<file path="src/rtl/encode_pack_stage.sv">
// Two-lane code-word encoder and bit packer: selects a variable-length code per lane,
// appends both codes into a 128-bit accumulator and emits 64-bit words plus a flush residue.
module encode_pack_stage #(
    parameter int CNT_W = 32
) (
    input  logic             i_clk,
    input  logic             i_reset,
    input  logic             i_valid,
    output logic             o_ready,
    input  logic [31:0]      i_word0,
    input  logic [31:0]      i_word1,
    input  logic             i_zero_match0,
    input  logic             i_zero_match1,
    input  logic             i_zero_type0,
    input  logic             i_zero_type1,
    input  logic [1:0]       i_dict_type0,
    input  logic [1:0]       i_dict_type1,
    input  logic [3:0]       i_location0,
    input  logic [3:0]       i_location1,
    input  logic             i_flush,
    output logic             o_valid,
    input  logic             i_ready,
    output logic [63:0]      o_data,
    output logic [6:0]       o_bits,
    output logic             o_last,
    output logic [CNT_W-1:0] o_total_bits
);

    typedef enum logic [1:0] {
        ST_RUN   = 2'd0,
        ST_FLUSH = 2'd1,
        ST_DONE  = 2'd2
    } state_t;

    // Returns {length[5:0], code[33:0]}; code is zero above its length.
    function automatic logic [39:0] lane_code(
        input logic [31:0] w,
        input logic        zm,
        input logic        zt,
        input logic [1:0]  dt,
        input logic [3:0]  loc
    );
        logic [39:0] res;
        if (zm) begin
            if (zt) res = {6'd2, 34'd0};
            else    res = {6'd12, 22'd0, 4'b1101, w[7:0]};
        end else begin
            case (dt)
                2'b11:   res = {6'd6, 28'd0, 2'b10, loc};
                2'b10:   res = {6'd16, 18'd0, 4'b1110, loc, w[7:0]};
                2'b01:   res = {6'd24, 10'd0, 4'b1100, loc, w[15:0]};
                default: res = {6'd34, 2'b01, w};
            endcase
        end
        return res;
    endfunction

    state_t           r_state, w_state_next;
    logic [127:0]     r_acc, w_acc_next, w_acc_sh, w_pair;
    logic [7:0]       r_cnt, w_cnt_next, w_cnt_sh;
    logic [CNT_W-1:0] r_total, w_total_next;
    logic             r_valid, r_ready, r_last;
    logic [63:0]      r_data;
    logic [6:0]       r_bits;
    logic             w_valid_next, w_ready_next, w_last_next;
    logic [63:0]      w_data_next, w_mask;
    logic [6:0]       w_bits_next, w_sum;
    logic [39:0]      w_lane0, w_lane1;
    logic             w_accept, w_emit, w_flush_go, w_full;

    // Lane codes, handshakes and next accumulator/count/state.
    always_comb begin
        w_lane0    = lane_code(i_word0, i_zero_match0, i_zero_type0, i_dict_type0, i_location0);
        w_lane1    = lane_code(i_word1, i_zero_match1, i_zero_type1, i_dict_type1, i_location1);
        w_sum      = {1'b0, w_lane0[39:34]} + {1'b0, w_lane1[39:34]};
        w_pair     = 128'(w_lane0[33:0]) | (128'(w_lane1[33:0]) << w_lane0[39:34]);
        w_accept   = i_valid & r_ready;
        w_emit     = r_valid & i_ready;
        w_flush_go = i_flush & r_ready;

        // The final flush word is handled by the state case, not as a shift.
        if (w_emit && !r_last) begin
            w_acc_sh = r_acc >> 64;
            w_cnt_sh = r_cnt - 8'd64;
        end else begin
            w_acc_sh = r_acc;
            w_cnt_sh = r_cnt;
        end

        if (w_accept) begin
            w_acc_next   = w_acc_sh | (w_pair << w_cnt_sh);
            w_cnt_next   = w_cnt_sh + {1'b0, w_sum};
            w_total_next = r_total + CNT_W'(w_sum);
        end else begin
            w_acc_next   = w_acc_sh;
            w_cnt_next   = w_cnt_sh;
            w_total_next = r_total;
        end

        w_state_next = r_state;
        case (r_state)
            ST_RUN: begin
                if (w_flush_go) w_state_next = ST_FLUSH;
                else            w_state_next = ST_RUN;
            end
            ST_FLUSH: begin
                if (w_emit && r_last) begin
                    w_state_next = ST_DONE;
                    w_acc_next   = 128'd0;
                    w_cnt_next   = 8'd0;
                    w_total_next = '0;
                end else begin
                    w_state_next = ST_FLUSH;
                end
            end
            ST_DONE: w_state_next = ST_RUN;
            default: begin
                w_state_next = ST_RUN;
                w_acc_next   = 128'd0;
                w_cnt_next   = 8'd0;
                w_total_next = '0;
            end
        endcase
    end

    // Output values for the next cycle, derived from the next-state registers.
    always_comb begin
        w_full       = (w_cnt_next >= 8'd64);
        w_mask       = (64'd1 << w_cnt_next[5:0]) - 64'd1;
        w_valid_next = 1'b0;
        w_ready_next = 1'b0;
        w_last_next  = 1'b0;
        w_data_next  = 64'd0;
        w_bits_next  = 7'd0;
        case (w_state_next)
            ST_RUN: begin
                w_ready_next = (w_cnt_next <= 8'd60);
                if (w_full) begin
                    w_valid_next = 1'b1;
                    w_data_next  = w_acc_next[63:0];
                    w_bits_next  = 7'd64;
                end else begin
                    w_valid_next = 1'b0;
                end
            end
            ST_FLUSH: begin
                w_valid_next = 1'b1;
                if (w_full) begin
                    w_data_next = w_acc_next[63:0];
                    w_bits_next = 7'd64;
                end else begin
                    w_data_next = w_acc_next[63:0] & w_mask;
                    w_bits_next = w_cnt_next[6:0];
                    w_last_next = 1'b1;
                end
            end
            default: w_valid_next = 1'b0;
        endcase
    end

    // State, accumulator and registered outputs.
    always_ff @(posedge i_clk) begin
        if (!i_reset) begin
            r_state <= ST_RUN;
            r_acc   <= 128'd0;
            r_cnt   <= 8'd0;
            r_total <= '0;
            r_valid <= 1'b0;
            r_ready <= 1'b1;
            r_last  <= 1'b0;
            r_data  <= 64'd0;
            r_bits  <= 7'd0;
        end else begin
            r_state <= w_state_next;
            r_acc   <= w_acc_next;
            r_cnt   <= w_cnt_next;
            r_total <= w_total_next;
            r_valid <= w_valid_next;
            r_ready <= w_ready_next;
            r_last  <= w_last_next;
            r_data  <= w_data_next;
            r_bits  <= w_bits_next;
        end
    end

    assign o_ready      = r_ready;
    assign o_valid      = r_valid;
    assign o_data       = r_data;
    assign o_bits       = r_bits;
    assign o_last       = r_last;
    assign o_total_bits = r_total;

endmodule

</file>
<file path="config.mk">
export PLATFORM = sky130hd
export DESIGN_NAME = encode_pack_stage
export DESIGN_NICKNAME = d
export VERILOG_FILES = /design/src/rtl/encode_pack_stage.sv
export SDC_FILE = /design/constraint.sdc
export NUM_CORES = 1
export LEC_CHECK = 0
export CORE_ASPECT_RATIO = 2
export CORE_MARGIN = 8
export CORE_UTILIZATION = 25
export DETAILED_ROUTE_END_ITERATION = 8
export PLACE_DENSITY = 0.38
export SKIP_CTS_REPAIR_TIMING = 1
export SLEW_MARGIN = 40
export SYNTH_ARGS = -nofsm -noshare
export SYNTH_HDL_FRONTEND = slang
export SYNTH_SLANG_ARGS = --single-unit
</file>
<file path="constraint.sdc">
create_clock -name i_clk -period 11.5 [get_ports i_clk]
set_input_delay 2.3 -clock i_clk [delete_from_list [all_inputs] [get_ports i_clk]]
set_output_delay 2.3 -clock i_clk [all_outputs]
set_load 0.005 [all_outputs]
</file>
==> impl_metrics.ini <==
[status]
outcome = finished, final reports clean

[logic_synthesis]
async_reset_ff_share_pct = 0
synth-edff-count = 0
synth_xor_xnor_area_share_pct = 1.23
ys_warn_count = 0
synth-simple-area-share_pct = 26.4
ys_types = 108
synth_compound_area_share_pct = 40.5
ys_seq_area_share_pct = 18.9
syn-cell-area_um2 = 25700
synth_top_family_by_area = compound AO/OA/AOI/OAI gates
syn-num-nets = 3837
avgSynthCellArea_um2 = 6.90
synth_seq_cells = 243
synth_mux_area_share_pct = 6.12
synth_ff_type = dfxtp_1
synth_fa_ha_area_share_pct = 1.60
synthCells = 3721

[clock_network]
cts.sinks = 243
ctsHtreeMaxLevel = 1
cts_tree = done
clk_latency_ns = 0.59
cts_root_buf = clkbuf_16
cts_buffers = 23
clk_pin_slew_ns = 0.08
cts_buffer_depth = 3

[grt]
grt_pass1_vias = 35451
grt.total_usage_pct = 41.4
overflow = 0
antenna_found_initial = 28
grt_pass1_wl_um = 331000
grt_max_degree = 118

[floorplan]
die_h_um = 469
coreArea_um2 = 102000
initial_utilization_pct = 25.1
dieArea_um2 = 114000
pin_count = 191
fp.dieW_um = 243
rows = 166

[power_and_ir_drop]
peakVddDrop_mv = 0.131
power_density_nw_per_um2 = 243
leakagePower_nw = 11.1
total_power_w = 0.00760

[timing]
maxSlewViolCount = 0
skew_ns = 0.0265
rsz0062_at_grt = no
period_minus_slack_ns = 9.72
finalSetupViolCount = 0
finalHoldViolations = 0
finalSetupTns_ns = 0
slew_headroom_pct = 27.7
finalCritPeriodShare_pct = 84.5
fmax_mhz = 103
worst_pin_slew_ns = 1.06

[setup_path]
regToRegStartpoint = r_cnt[1]$_SDFF_PN0_
slowest_stage = nand2b_1
crit_required_ns = 11.99
rrSetupSlack_ns = 5.58
cp_slowest_stage_delay_ns = 0.64
cp-end-kind = flop
timing.rr.end = o_data[60]$_SDFF_PN0_
rr_worst_depth = 18
cp_data_arrival_time_ns = 10.21
crit_fanout = 11
worst_setup_path_start_kind = input pin
critPathBufInv = 6
cp.depth = 27
crit_type = input pin to flop
crit_family = simple AND/OR/NAND/NOR gates

[job]
maxCapViolations = 0

[route]
met1_length_um = 70700
num_vias = 36196
ant_nets = 0
route.met2.wl_um = 116000
routedWlPerCell_um = 46.6
dr.max_layer_used = met5
viasPerCell = 6.90
first_pass_iters = 6
routed_wl_um = 244000
drt_iter0_drc = 4277
drc = 0
met3RoutedLength_um = 19900

[cells_and_area]
syn_to_final_growth_pct = 22.0
layout-drive-gt1-share_pct = 13.7
mostFrequentLayoutCells = 431 x nor2_1, 408 x nand2_1, 250 x a21oi_1
layout_commonest_cell = nor2_1
finalNonFillerCells = 5245
nNetsFinal = 3986
final_area_um2 = 31300

[min_path]
hp-start = r_acc[84]$_SDFF_PN0_
hold_class = flop to flop
min_path_cells = 2
holdPathEnd = r_acc[84]$_SDFF_PN0_

[placed_design]
gp_congestion = 1.09
dp_cells = 5176
numPortBuffers = 189
hpwl_um = 187000
placed_area_um2 = 30200
[flip-flops by register name, summed over array words and instances, names as in the netlist]
signal,cells
r_cnt,8
o_last,1
o_ready,1
r_state,2
o_bits,7
o_data,64
o_valid,1
o_total_bits,31
r_acc,128
[final cells by class]
| class | count | area [um^2] |
|---|---|---|
| Tap cell | 1344 | 1680 |
| Sequential cell | 243 | 4880 |
| Inverter | 42 | 159 |
| Fill cell | 11526 | 70900 |
| Multi-Input combinational cell | 3136 | 20200 |
| Antenna cell | 14 | 35.0 |
| Clock inverter | 11 | 98.8 |
| Clock buffer | 31 | 646 |
| Timing Repair Buffer | 424 | 3660 |
[per-stage QoR]
stage	hold slack [ns]	util [%]	setup WS [ns]
3_3_place_gp	0.439	29.2	1.49
4_1_cts	0.458	30.2	1.96
5_1_grt	0.482	30.6	1.52
2_1_floorplan	0.421	-	3.21
6_report	0.463	30.7	1.78
3_5_place_dp	0.440	29.5	1.40
[metal layers]
metal,up-vias,GRT usage (%)
met5,-,0.597
met4,12,49.4
met3,1432,14.2
met2,2646,69.6
met1,17427,35.0
li1,14679,-
[worst max-delay path by stage]
stage	from	endpoint	slack, ns
floorplan	i_dict_type0[1]	o_data[58]$_SDFF_PN0_	3.21
global placement	i_dict_type0[1]	o_data[60]$_SDFF_PN0_	1.49
detailed placement	i_dict_type0[1]	o_data[60]$_SDFF_PN0_	1.40
CTS	i_dict_type0[1]	o_data[60]$_SDFF_PN0_	1.96
global route	i_dict_type0[1]	o_data[60]$_SDFF_PN0_	1.52
finish	i_dict_type0[1]	o_data[60]$_SDFF_PN0_	1.78
[cells by family (layout without fill, tap and decap cells)]
| group | after synthesis | count (layout) |
|---|---|---|
| other | 1 | 15 |
| XOR/XNOR | 36 | 36 |
| AND/OR/NAND/NOR | 1462 | 1462 |
| flip-flops | 243 | 243 |
| buffers and inverters | 342 | 508 |
| AO/OA/AOI/OAI | 1475 | 1475 |
| multiplexers | 131 | 131 |
| adder cells (fa/ha/maj) | 31 | 31 |
[power breakdown]
part	switching [W]	leakage, nW	internal [W]
Sequential	0.000165	1.98	0.00106
Combinational	0.00406	8.76	0.00149
Clock	0.000402	0.360	0.000422
[worst register-to-register path: stages, from the launching register on]
cell and delay [ns]:
dfxtp_4 0.55, ha_1 0.38, fa_1 0.46, a211oi_1 0.24, nor2_1 0.12, nor3_1 0.30
nand2b_1 0.64, nand2_1 0.30, nand2_1 0.13, ha_1 0.37, o221ai_1 0.19, buf_4 0.20
a211oi_2 0.53, nor3b_1 0.26, buf_4 0.21, nand2_1 0.13, o211ai_1 0.55, nand2_1 0.13
a21oi_1 0.15
[synth_stat cells (19+ instances only)]
library cell / n / area (um^2)
a32oi_1: 31 / 272
mux2_2: 34 / 383
o21ai_0: 252 / 1260
a211o_1: 38 / 333
a211oi_1: 93 / 698
clkbuf_1: 233 / 875
nand2b_1: 32 / 200
or2_2: 21 / 131
a31oi_1: 57 / 357
and2_1: 73 / 457
and3_1: 52 / 325
a21o_1: 33 / 248
a21oi_1: 257 / 1290
o221ai_1: 43 / 377
ha_1: 28 / 350
o211ai_1: 71 / 533
o21a_1: 35 / 263
nand3b_1: 19 / 143
a2111oi_0: 22 / 193
o22ai_1: 97 / 607
nor4_1: 21 / 131
o31ai_1: 27 / 203
buf_2: 23 / 115
dfxtp_1: 243 / 4860
buf_1: 37 / 139
a221oi_1: 72 / 631
nand2_1: 415 / 1560
inv_1: 36 / 135
mux2i_1: 77 / 771
nand3_1: 127 / 636
a22oi_1: 74 / 556
nand4_1: 26 / 163
nor2_1: 457 / 1720
xor2_1: 25 / 219
nor3_1: 143 / 716
o2111ai_1: 19 / 166
(Power assumes the default switching activity.)
